==> src/rtl/vec_mem_reader_pkg.sv <==
// Shared types, buffer sizing and the issue-credit helper for the strided vector read engine.
package vec_mem_reader_pkg;

   typedef enum logic [1:0] {
      IDLE = 2'd0,
      READ = 2'd1,
      DONE = 2'd2
   } state_e;

   localparam int FIFO_DEPTH = 2;
   localparam int RD_LATENCY = 1;
   localparam int FCNT_W     = $clog2(FIFO_DEPTH + 1);
   localparam int CREDIT_W   = $clog2(FIFO_DEPTH + RD_LATENCY + 1);

   // A read may issue only if every read already in flight plus the new one still fits the buffer.
   function automatic logic credit_ok(input logic [FCNT_W-1:0] count,
                                      input logic              inflight,
                                      input logic              pop);
      logic [CREDIT_W-1:0] used;
      used = CREDIT_W'(count) + CREDIT_W'(inflight) - CREDIT_W'(pop);
      return used < CREDIT_W'(FIFO_DEPTH);
   endfunction

endpackage

==> src/rtl/vec_mem_reader_skid_fifo.sv <==
// Two-entry FIFO holding {last, index, data} beats between RAM capture and the output stream.
module vec_skid_fifo
   import vec_mem_reader_pkg::*;
#(
   parameter int W = 8
) (
   input  logic              clk,
   input  logic              rst,
   input  logic              flush_i,
   input  logic              push_i,
   input  logic              pop_i,
   input  logic [W-1:0]      din_i,
   output logic [W-1:0]      dout_o,
   output logic [FCNT_W-1:0] count_o,
   output logic              valid_o
);

   logic [W-1:0]      mem_q [FIFO_DEPTH];
   logic              wr_ptr_q, wr_ptr_d;
   logic              rd_ptr_q, rd_ptr_d;
   logic [FCNT_W-1:0] cnt_q, cnt_d;
   logic              do_pop;

   // Flush wins over a same-cycle push or pop so an aborted transfer leaves nothing behind.
   always_comb begin
      do_pop   = pop_i && (cnt_q != '0);
      wr_ptr_d = wr_ptr_q ^ push_i;
      rd_ptr_d = rd_ptr_q ^ do_pop;
      cnt_d    = cnt_q + FCNT_W'(push_i) - FCNT_W'(do_pop);
      if (flush_i) begin
         wr_ptr_d = 1'b0;
         rd_ptr_d = 1'b0;
         cnt_d    = '0;
      end
   end

   always_ff @(posedge clk) begin
      if (rst) begin
         wr_ptr_q <= 1'b0;
         rd_ptr_q <= 1'b0;
         cnt_q    <= '0;
      end else begin
         wr_ptr_q <= wr_ptr_d;
         rd_ptr_q <= rd_ptr_d;
         cnt_q    <= cnt_d;
      end
   end

   always_ff @(posedge clk) begin
      if (push_i) mem_q[wr_ptr_q] <= din_i;
   end

   assign dout_o  = mem_q[rd_ptr_q];
   assign count_o = cnt_q;
   assign valid_o = (cnt_q != '0);

endmodule

==> src/rtl/vec_mem_reader.sv <==
// Strided read engine: walks base, base+stride, ... across N_CH lockstep RAMs and streams the
// elements out on a valid/ready interface tagged with index and last.
module vec_mem_reader
   import vec_mem_reader_pkg::*;
#(
   parameter int N_CH       = 2,
   parameter int DATA_WIDTH = 8,
   parameter int ADDR_WIDTH = 5,
   parameter int CNT_WIDTH  = 6
) (
   input  logic                       clk,
   input  logic                       rst,
   input  logic                       start,
   input  logic [ADDR_WIDTH-1:0]      base_addr,
   input  logic [ADDR_WIDTH-1:0]      stride,
   input  logic [CNT_WIDTH-1:0]       length,
   input  logic                       abort,
   output logic                       busy,
   output logic                       done,
   output logic                       rd_en,
   output logic [ADDR_WIDTH-1:0]      rd_addr,
   input  logic [N_CH*DATA_WIDTH-1:0] rd_data,
   output logic                       m_valid,
   input  logic                       m_ready,
   output logic [N_CH*DATA_WIDTH-1:0] m_data,
   output logic                       m_last,
   output logic [CNT_WIDTH-1:0]       m_index
);

   localparam int DW = N_CH * DATA_WIDTH;
   localparam int EW = DW + CNT_WIDTH + 1;

   state_e                state_q, state_d;
   logic [ADDR_WIDTH-1:0] addr_q, addr_d;
   logic [ADDR_WIDTH-1:0] stride_q, stride_d;
   logic [CNT_WIDTH-1:0]  len_q, len_d;
   logic [CNT_WIDTH-1:0]  issued_q, issued_d;
   logic [CNT_WIDTH-1:0]  infl_idx_q;
   logic                  infl_q, infl_last_q;
   logic                  start_ok, abort_rd, pop, issue;
   logic [EW-1:0]         head;
   logic                  head_last;
   logic [FCNT_W-1:0]     fifo_cnt;
   logic                  fifo_vld;

   assign start_ok  = start && (state_q == IDLE);
   assign abort_rd  = abort && (state_q == READ);
   assign pop       = fifo_vld && m_ready;
   assign head_last = head[EW-1];
   assign issue     = (state_q == READ) && (issued_q < len_q) && credit_ok(fifo_cnt, infl_q, pop);

   always_ff @(posedge clk) begin
      if (rst) state_q <= IDLE;
      else     state_q <= state_d;
   end

   always_comb begin
      state_d = state_q;
      unique case (state_q)
         IDLE:    if (start) state_d = (length == '0) ? DONE : READ;
         READ:    if (abort) state_d = IDLE;
                  else if (pop && head_last) state_d = DONE;
         DONE:    state_d = IDLE;
         default: state_d = IDLE;
      endcase
   end

   always_comb begin
      busy  = (state_q != IDLE);
      done  = (state_q == DONE);
      rd_en = issue;
   end

   always_comb begin
      addr_d   = addr_q;
      stride_d = stride_q;
      len_d    = len_q;
      issued_d = issued_q;
      if (start_ok) begin
         addr_d   = base_addr;
         stride_d = stride;
         len_d    = length;
         issued_d = '0;
      end else if (issue) begin
         addr_d   = addr_q + stride_q;
         issued_d = issued_q + CNT_WIDTH'(1);
      end
   end

   // A read issued in the abort cycle is dropped here so its data never reaches the buffer.
   always_ff @(posedge clk) begin
      if (rst) begin
         addr_q   <= '0;
         issued_q <= '0;
         infl_q   <= 1'b0;
      end else begin
         addr_q   <= addr_d;
         issued_q <= issued_d;
         infl_q   <= issue && !abort_rd;
      end
   end

   always_ff @(posedge clk) begin
      stride_q    <= stride_d;
      len_q       <= len_d;
      infl_idx_q  <= issued_q;
      infl_last_q <= (issued_q == len_q - CNT_WIDTH'(1));
   end

   vec_skid_fifo #(.W(EW)) u_fifo (
      .clk     (clk),
      .rst     (rst),
      .flush_i (abort_rd),
      .push_i  (infl_q),
      .pop_i   (pop),
      .din_i   ({infl_last_q, infl_idx_q, rd_data}),
      .dout_o  (head),
      .count_o (fifo_cnt),
      .valid_o (fifo_vld)
   );

   assign rd_addr = addr_q;
   assign m_valid = fifo_vld;
   assign m_data  = fifo_vld ? head[DW-1:0] : '0;
   assign m_index = fifo_vld ? head[DW +: CNT_WIDTH] : '0;
   assign m_last  = fifo_vld && head_last;

endmodule

==> config.mk <==
export PLATFORM = sky130hd
export DESIGN_NAME = vec_mem_reader
export DESIGN_NICKNAME = d
export VERILOG_FILES = /design/src/rtl/vec_mem_reader_pkg.sv /design/src/rtl/vec_mem_reader_skid_fifo.sv /design/src/rtl/vec_mem_reader.sv
export SDC_FILE = /design/constraint.sdc
export NUM_CORES = 1
export LEC_CHECK = 0
export ABC_AREA = 1
export BUFFER_PORTS_ARGS = -buffer_cell sky130_fd_sc_hd__buf_2
export CORE_ASPECT_RATIO = 0.75
export CORE_MARGIN = 4
export CORE_UTILIZATION = 55
export DETAILED_ROUTE_END_ITERATION = 10
export PLACE_DENSITY = 0.79
export SETUP_SLACK_MARGIN = 0.15
export SLEW_MARGIN = 10
export SYNTH_ARGS = -nofsm -noshare
export SYNTH_HDL_FRONTEND = slang
export SYNTH_SLANG_ARGS = --single-unit
==> constraint.sdc <==
create_clock -name clk -period 1.9 [get_ports clk]
set_input_delay 0.19 -clock clk [delete_from_list [all_inputs] [get_ports clk]]
set_output_delay 0.19 -clock clk [all_outputs]
set_load 0.01 [all_outputs]
## Yosys cells after proc, flatten, opt, wreduce, memory -nomap -nowiden

Memories as Yosys holds them, arrays and structs flattened. A register that Yosys moved wholly into a read port is not among the register bits.
Index checks and enable logic that the tools add are counted.

| storage, ports and cells | value |
|---|---|
| bits in registers | 36 |
| bits in writable memories | 46 |
| input bits | 37 |
| output and inout bits | 32 |
| word-level logic and storage cells | 57 |
| memories kept | 1 |

Memory list:

| name | words | bits a word | rd ports | clocked after Yosys merged registers in | wr ports | line | RTL |
|---|---|---|---|---|---|---|---|
| u_fifo.mem_q | 2 | 23 | 1 | 1 | 1 | vec_mem_reader_skid_fifo.sv:18 | `logic [W-1:0] mem_q [FIFO_DEPTH];` |

| cells by class | value |
|---|---|
| add/sub/neg operators | 6 |
| magnitude comparators | 2 |
| eq/ne operators | 5 |
| muxes and demuxes | 12 |
| bitwise operators | 2 |
| reduce and logical (&&, ||, !) cells | 18 |

Operator list:

| operator | count |
|---|---|
| $mux W16 | 1 |
| $mux W5 | 2 |
| $logic_and A1 B1 Y1 | 9 |
| $mux W2 | 4 |
| $add A6 B1 Y6 const B | 1 |
| $eq A6 B6 Y1 | 1 |
| $logic_not A6 Y1 | 1 |
| $lt A6 B6 Y1 | 1 |
| $mux W6 | 1 |
| $reduce_bool A2 Y1 | 3 |
| $sub A6 B1 Y6 const B | 1 |
| $add A5 B5 Y5 | 1 |
| $pmux W2 S2 | 1 |
| $reduce_or A2 Y1 | 2 |
| $sub A2 B1 Y2 | 2 |
| $mux W1 | 3 |
| $ne A3 B2 Y1 const B | 1 |
| $add A2 B1 Y2 | 1 |
| $eq A2 B1 Y1 const B | 1 |
| $eq A2 B2 Y1 const B | 1 |
| $logic_not A2 Y1 | 1 |
| $lt A2 B2 Y1 const B | 1 |
| $ne A2 B2 Y1 const B | 1 |
| $reduce_and A2 Y1 | 1 |
| other kinds (2) | 3 |

## Longest topological paths before layout

| logic depth | value |
|---|---|
| word-level depth | 7 |
| gate-level depth with buffers | 12 |
| gate-level depth less buffers | 12 |

## Cells and area by module

A second synthesis with hierarchy kept.

| unflattened totals | value |
|---|---|
| cell total of the unflattened synthesis | 376 |
| area total of the unflattened synthesis | 3,917.5 sq um |

Modules (own cells, without submodules):

| module | instances | cells each | area an instance (sq um) | sequential area each (sq um) |
|---|---|---|---|---|
| vec_skid_fifo | 1 | 105 | 1,986.9 | 1,461.4 |
| vec_mem_reader | 1 | 271 | 1,930.6 | 750.7 |

## Worst setup path before layout

Ideal clock, no wire load.

| timing | value |
|---|---|
| kind | flip-flop to flip-flop |
| from | register u_fifo.cnt_q[1] (netlist: u_fifo.count_o[1]) |
| to | register addr_q[4] (netlist: rd_addr[4]) |
| library setup time | 0.113 ns |
| arrival | 1.543 ns |
| slack | 0.245 ns |
| stages on the path, launching flop included | 11 |
| path buffers | 0 |
| cell sequence | dfxtp_1 > or2_2 > nand2_1 > inv_1 > ha_1 > nand3_1 > nand2_2 > nor2_8 > nor2_4 > nor2_1 > nor2_1 |

| between the ends | value |
|---|---|
| cells in the longest elaborated chain, start to end | 6 |

RTL lines:

| item | line | RTL |
|---|---|---|
| from (decl) | vec_mem_reader_skid_fifo.sv:21 | `logic [FCNT_W-1:0] cnt_q, cnt_d;` |
| from (signal assigned) | vec_mem_reader_skid_fifo.sv:45 | `cnt_q <= cnt_d;` |
| $reduce_bool A2 Y1 | vec_mem_reader_skid_fifo.sv:55 | `assign valid_o = (cnt_q != '0);` |
| via m_valid | vec_mem_reader.sv:23 | `output logic m_valid,` |
| $logic_and A1 B1 Y1 | vec_mem_reader.sv:48 | `assign pop = fifo_vld && m_ready;` |
| $sub A2 B1 Y2 | vec_mem_reader_pkg.sv:20 | `used = CREDIT_W'(count) + CREDIT_W'(inflight) - CREDIT_W'(pop);` |
| $lt A2 B2 Y1 | vec_mem_reader_pkg.sv:21 | `return used < CREDIT_W'(FIFO_DEPTH);` |
| $logic_and A1 B1 Y1 | vec_mem_reader.sv:50 | `assign issue = (state_q == READ) && (issued_q < len_q) && credit_ok(fifo_cnt, infl_q, pop);` |
| via rd_en | vec_mem_reader.sv:20 | `output logic rd_en,` |
| $reduce_bool A2 Y1 (no source line) | n/a |  |
| to (signal assigned) | vec_mem_reader.sv:97 | `addr_q <= addr_d;` |
| to (decl) | vec_mem_reader.sv:34 | `logic [ADDR_WIDTH-1:0] addr_q, addr_d;` |

The timed path passes the listed nets, and every way through them passes these cells.
A chain may end at the register's enable or synchronous reset.

## Final worst setup path

| timing | value |
|---|---|
| from | register len_q[3] |
| to | output port rd_en |

| between the ends | value |
|---|---|
| cells in the longest elaborated chain, start to end | 3 |

RTL lines:

| item | line | RTL |
|---|---|---|
| from (decl) | vec_mem_reader.sv:36 | `logic [CNT_WIDTH-1:0] len_q, len_d;` |
| from (signal assigned) | vec_mem_reader.sv:105 | `len_q <= len_d;` |
| $lt A6 B6 Y1 | vec_mem_reader.sv:50 |  |
| $logic_and A1 B1 Y1 (2 in a row) | vec_mem_reader.sv:50 |  |
| to (decl) | vec_mem_reader.sv:20 |  |

Every way passes these cells.

==> metrics.cfg <==
[routing]
ant_nets=0
drc_errors=0
firstDrtPassIters=4
vias=2815
via_per_inst=5.21
drt-initial-drc-count=215
route.detailed.wl_per_inst_um=16.2
wirelength_um=8750

[synth]
seq_area_frac_synth_pct=61.8
synthCells=349
yosysMostFrequentCell=nand2_1
ys_ff_latch=82
synth.distinct_cells=23
syn_area_per_cell_um2=10.3
ys_async_sr_fraction_pct=0
syn_area_um2=3580
yosys-top-cells-area=edfxtp_1 (48%), dfxtp_1 (14%), nand2_1 (10%), ha_1 (5.6%), a21oi_1 (4.8%)
yosysWarnings=0
yosys.area.top_type=edfxtp_1
synth_common_cells=nand2_1 (97), edfxtp_1 (57), a21oi_1 (34)
syn_nets=403
synth_top_cell_area_share_pct=47.8
synth_ff_type=edfxtp_1
synth_edf_count=57

[global_route]
grt_pass1_wl_um=11700
overflow=0
antenna_found_initial=0
gr-usage-met1_pct=23.3
grt_use_met2_pct=33.0
grt_max_degree=24
grtUsageMet3_pct=5.75
first_global_vias=2678
busiest_layer=met2
grt_usage_pct=19.3

[floorplan]
die_area_um2=7880
dieHeight_um=77.9
ios=69
chipWidth_um=101
start_util_pct=56.7
rows=25
core_area_um2=6320

[worst_setup_path]
path_cells=inv_2, ha_4, nand2_1, nand2_1, nand2_2, nand3_4, nor2_8, buf_6
path_delay_family=simple AND/OR/NAND/NOR gates
crit_buf_inv=2
endpoint_kind=output pin
required_ns=1.71
cpMaxStageDelayCell=edfxtp_1
slowest_delay_ns=0.43
crit_type=flip-flop to output pin
critPathMostFrequentCell=nand2_1
critPathLaunchType=flip-flop
critPathMaxFanout=2
arrival_ns=1.73

[power]
ir_drop_mv=0.650
p_leak_nw=2.04
p_per_area_nw_per_um2=979

[place]
place_congestion=0.828
port-buffer-count=68
hpwl_um=5110
place_inst=503

[layout]
area_delta_synth_final_pct=33.8
fin_nets=508
finalNonFillerCells=540
diodes=0
drive_above_1_share_pct=38.8

[hold_path]
min_path_type=primary input to flip-flop

[run_status]
outcome=complete, but fails checks
violations=setup timing

[sta]
fmax_mhz=520
rsz0062_at_grt=yes
fin_skew_ns=0.0103
worst_slew_pin_slew_ns=0.459
maxSlewViolCount=0
min_period_over_period_pct=101
layout_setup_ws_ns=-0.0237
hold_violations=0
setup_tns_ns=-0.0237
slew_headroom_pct=69.4
min_period_ns=1.92
setup_viol=1

[clock_tree]
clock_sinks=82
numCtsBuffers=9
cts_tree=done
root_buffer=clkbuf_8
htree_levels=3
clock_path_buffers=2
clkTransAtPathRegs_ns=0.10
clk_latency_ns=0.37

[flow_run]
drv_cap=0

through the flow:
stage                     hold WS [ns]  setup WS, ns  utilization (%)  power (mW)  instance area (µm²)
after floorplan                  0.259         0.245                -        2.67                 3580
after global placement           0.366         0.218             64.6        2.98                 4080
after detailed placement         0.368         0.144             64.6        3.01                 4080
after CTS                      0.00439        0.0102             69.5        4.26                 4390
after global routing          -0.00680       -0.0899             75.8        4.90                 4790
final                          0.00824       -0.0237             75.8        4.69                 4790
where the power goes:
group | switching [mW] | internal, mW
Sequential | 0.0596 | 2.01
Combinational | 0.787 | 0.597
Clock | 0.717 | 0.516
layout by cell type (no fill, tap or decap), types with 3 or more instances in the layout:
| master | count |
|---|---|
| nand2_1 | 91 |
| buf_2 | 62 |
| edfxtp_1 | 57 |
| nor2_1 | 27 |
| inv_1 | 24 |
| a21oi_2 | 21 |
| buf_4 | 21 |
| dfxtp_1 | 20 |
| nand3_1 | 11 |
| ha_1 | 11 |
| inv_2 | 9 |
| a21oi_1 | 9 |
| clkbuf_8 | 9 |
| buf_6 | 8 |
| nand2_2 | 7 |
| xor2_1 | 7 |
| dlygate4sd3_1 | 7 |
| xnor2_1 | 6 |
| dfxtp_2 | 5 |
| a21oi_4 | 4 |
| nor3_1 | 4 |
| ha_4 | 4 |
| nand3_2 | 3 |
| nand2_4 | 3 |
| nor2_4 | 3 |
| o21ai_0 | 3 |
| inv_8 | 3 |
| inv_6 | 3 |
final cells by class:
cell class	instances	area, µm²
Sequential cell	82	2220
Fill cell	376	1530
Multi-Input combinational cell	226	1450
Timing Repair Buffer	101	698
Inverter	34	131
Clock buffer	9	124
Tap cell	81	101
Clock inverter	7	67.6
state kept, by name (all words and copies together) (netlist names), 2 cells and up:
register and flops:
u_fifo.mem_q 46, infl_idx_q 6, issued_q 6, len_q 6
rd_addr 5, stride_q 5, state_q 2, u_fifo.count_o 2
cell families after synthesis:
| family | Yosys count | synth area share [%] |
|---|---|---|
| XOR/XNOR | 13 | 3.18 |
| flip-flops | 82 | 61.8 |
| buffers and inverters | 41 | 4.44 |
| adder cells (fa/ha/maj) | 17 | 6.15 |
| AO/OA/AOI/OAI | 41 | 5.73 |
| AND/OR/NAND/NOR | 155 | 18.7 |
path summary, 6_finish.rpt:
check / startpoint / end / slack (ns) / depth (start not counted)
worst max register to register: len_q[5] / rd_addr[3] / 0.11 / 12
worst max-delay path: len_q[3] / rd_en / -0.02 / 8
worst min-delay path: rd_data[2] / u_fifo.mem_q[0][2] / 0.008 / 1
worst min register to register: issued_q[0] / infl_idx_q[0] / 0.42 / 0
what timing repair did:
item,in CTS,in global routing
hold endpoints to repair,5,4
endpoints found under the setup margin,4,32
cloned,0,2
setup buffers,6,6
pin swaps,3,19
gates resized for setup,8,70
hold buffers,5,2
worst register-to-register path, stage by stage (launching register included):
cell	delay [ns]
edfxtp_1	0.37
inv_2	0.05
ha_4	0.26
nand2_1	0.09
nor2_1	0.15
nand2_2	0.11
nand3_4	0.14
nor2_8	0.05
buf_4	0.16
nor2_4	0.14
nand2_1	0.08
nand2_1	0.06
nor2_1	0.04
per-layer routing:
| layer | vias to the layer above | wire length, µm |
|---|---|---|
| li1 | 1362 | - |
| met1 | 1343 | 3480 |
| met2 | 89 | 4600 |
| met3 | 21 | 471 |
| met4 | 0 | 200 |
| met5 | - | 0 |
Note: power is estimated with default switching activity, not from simulation.
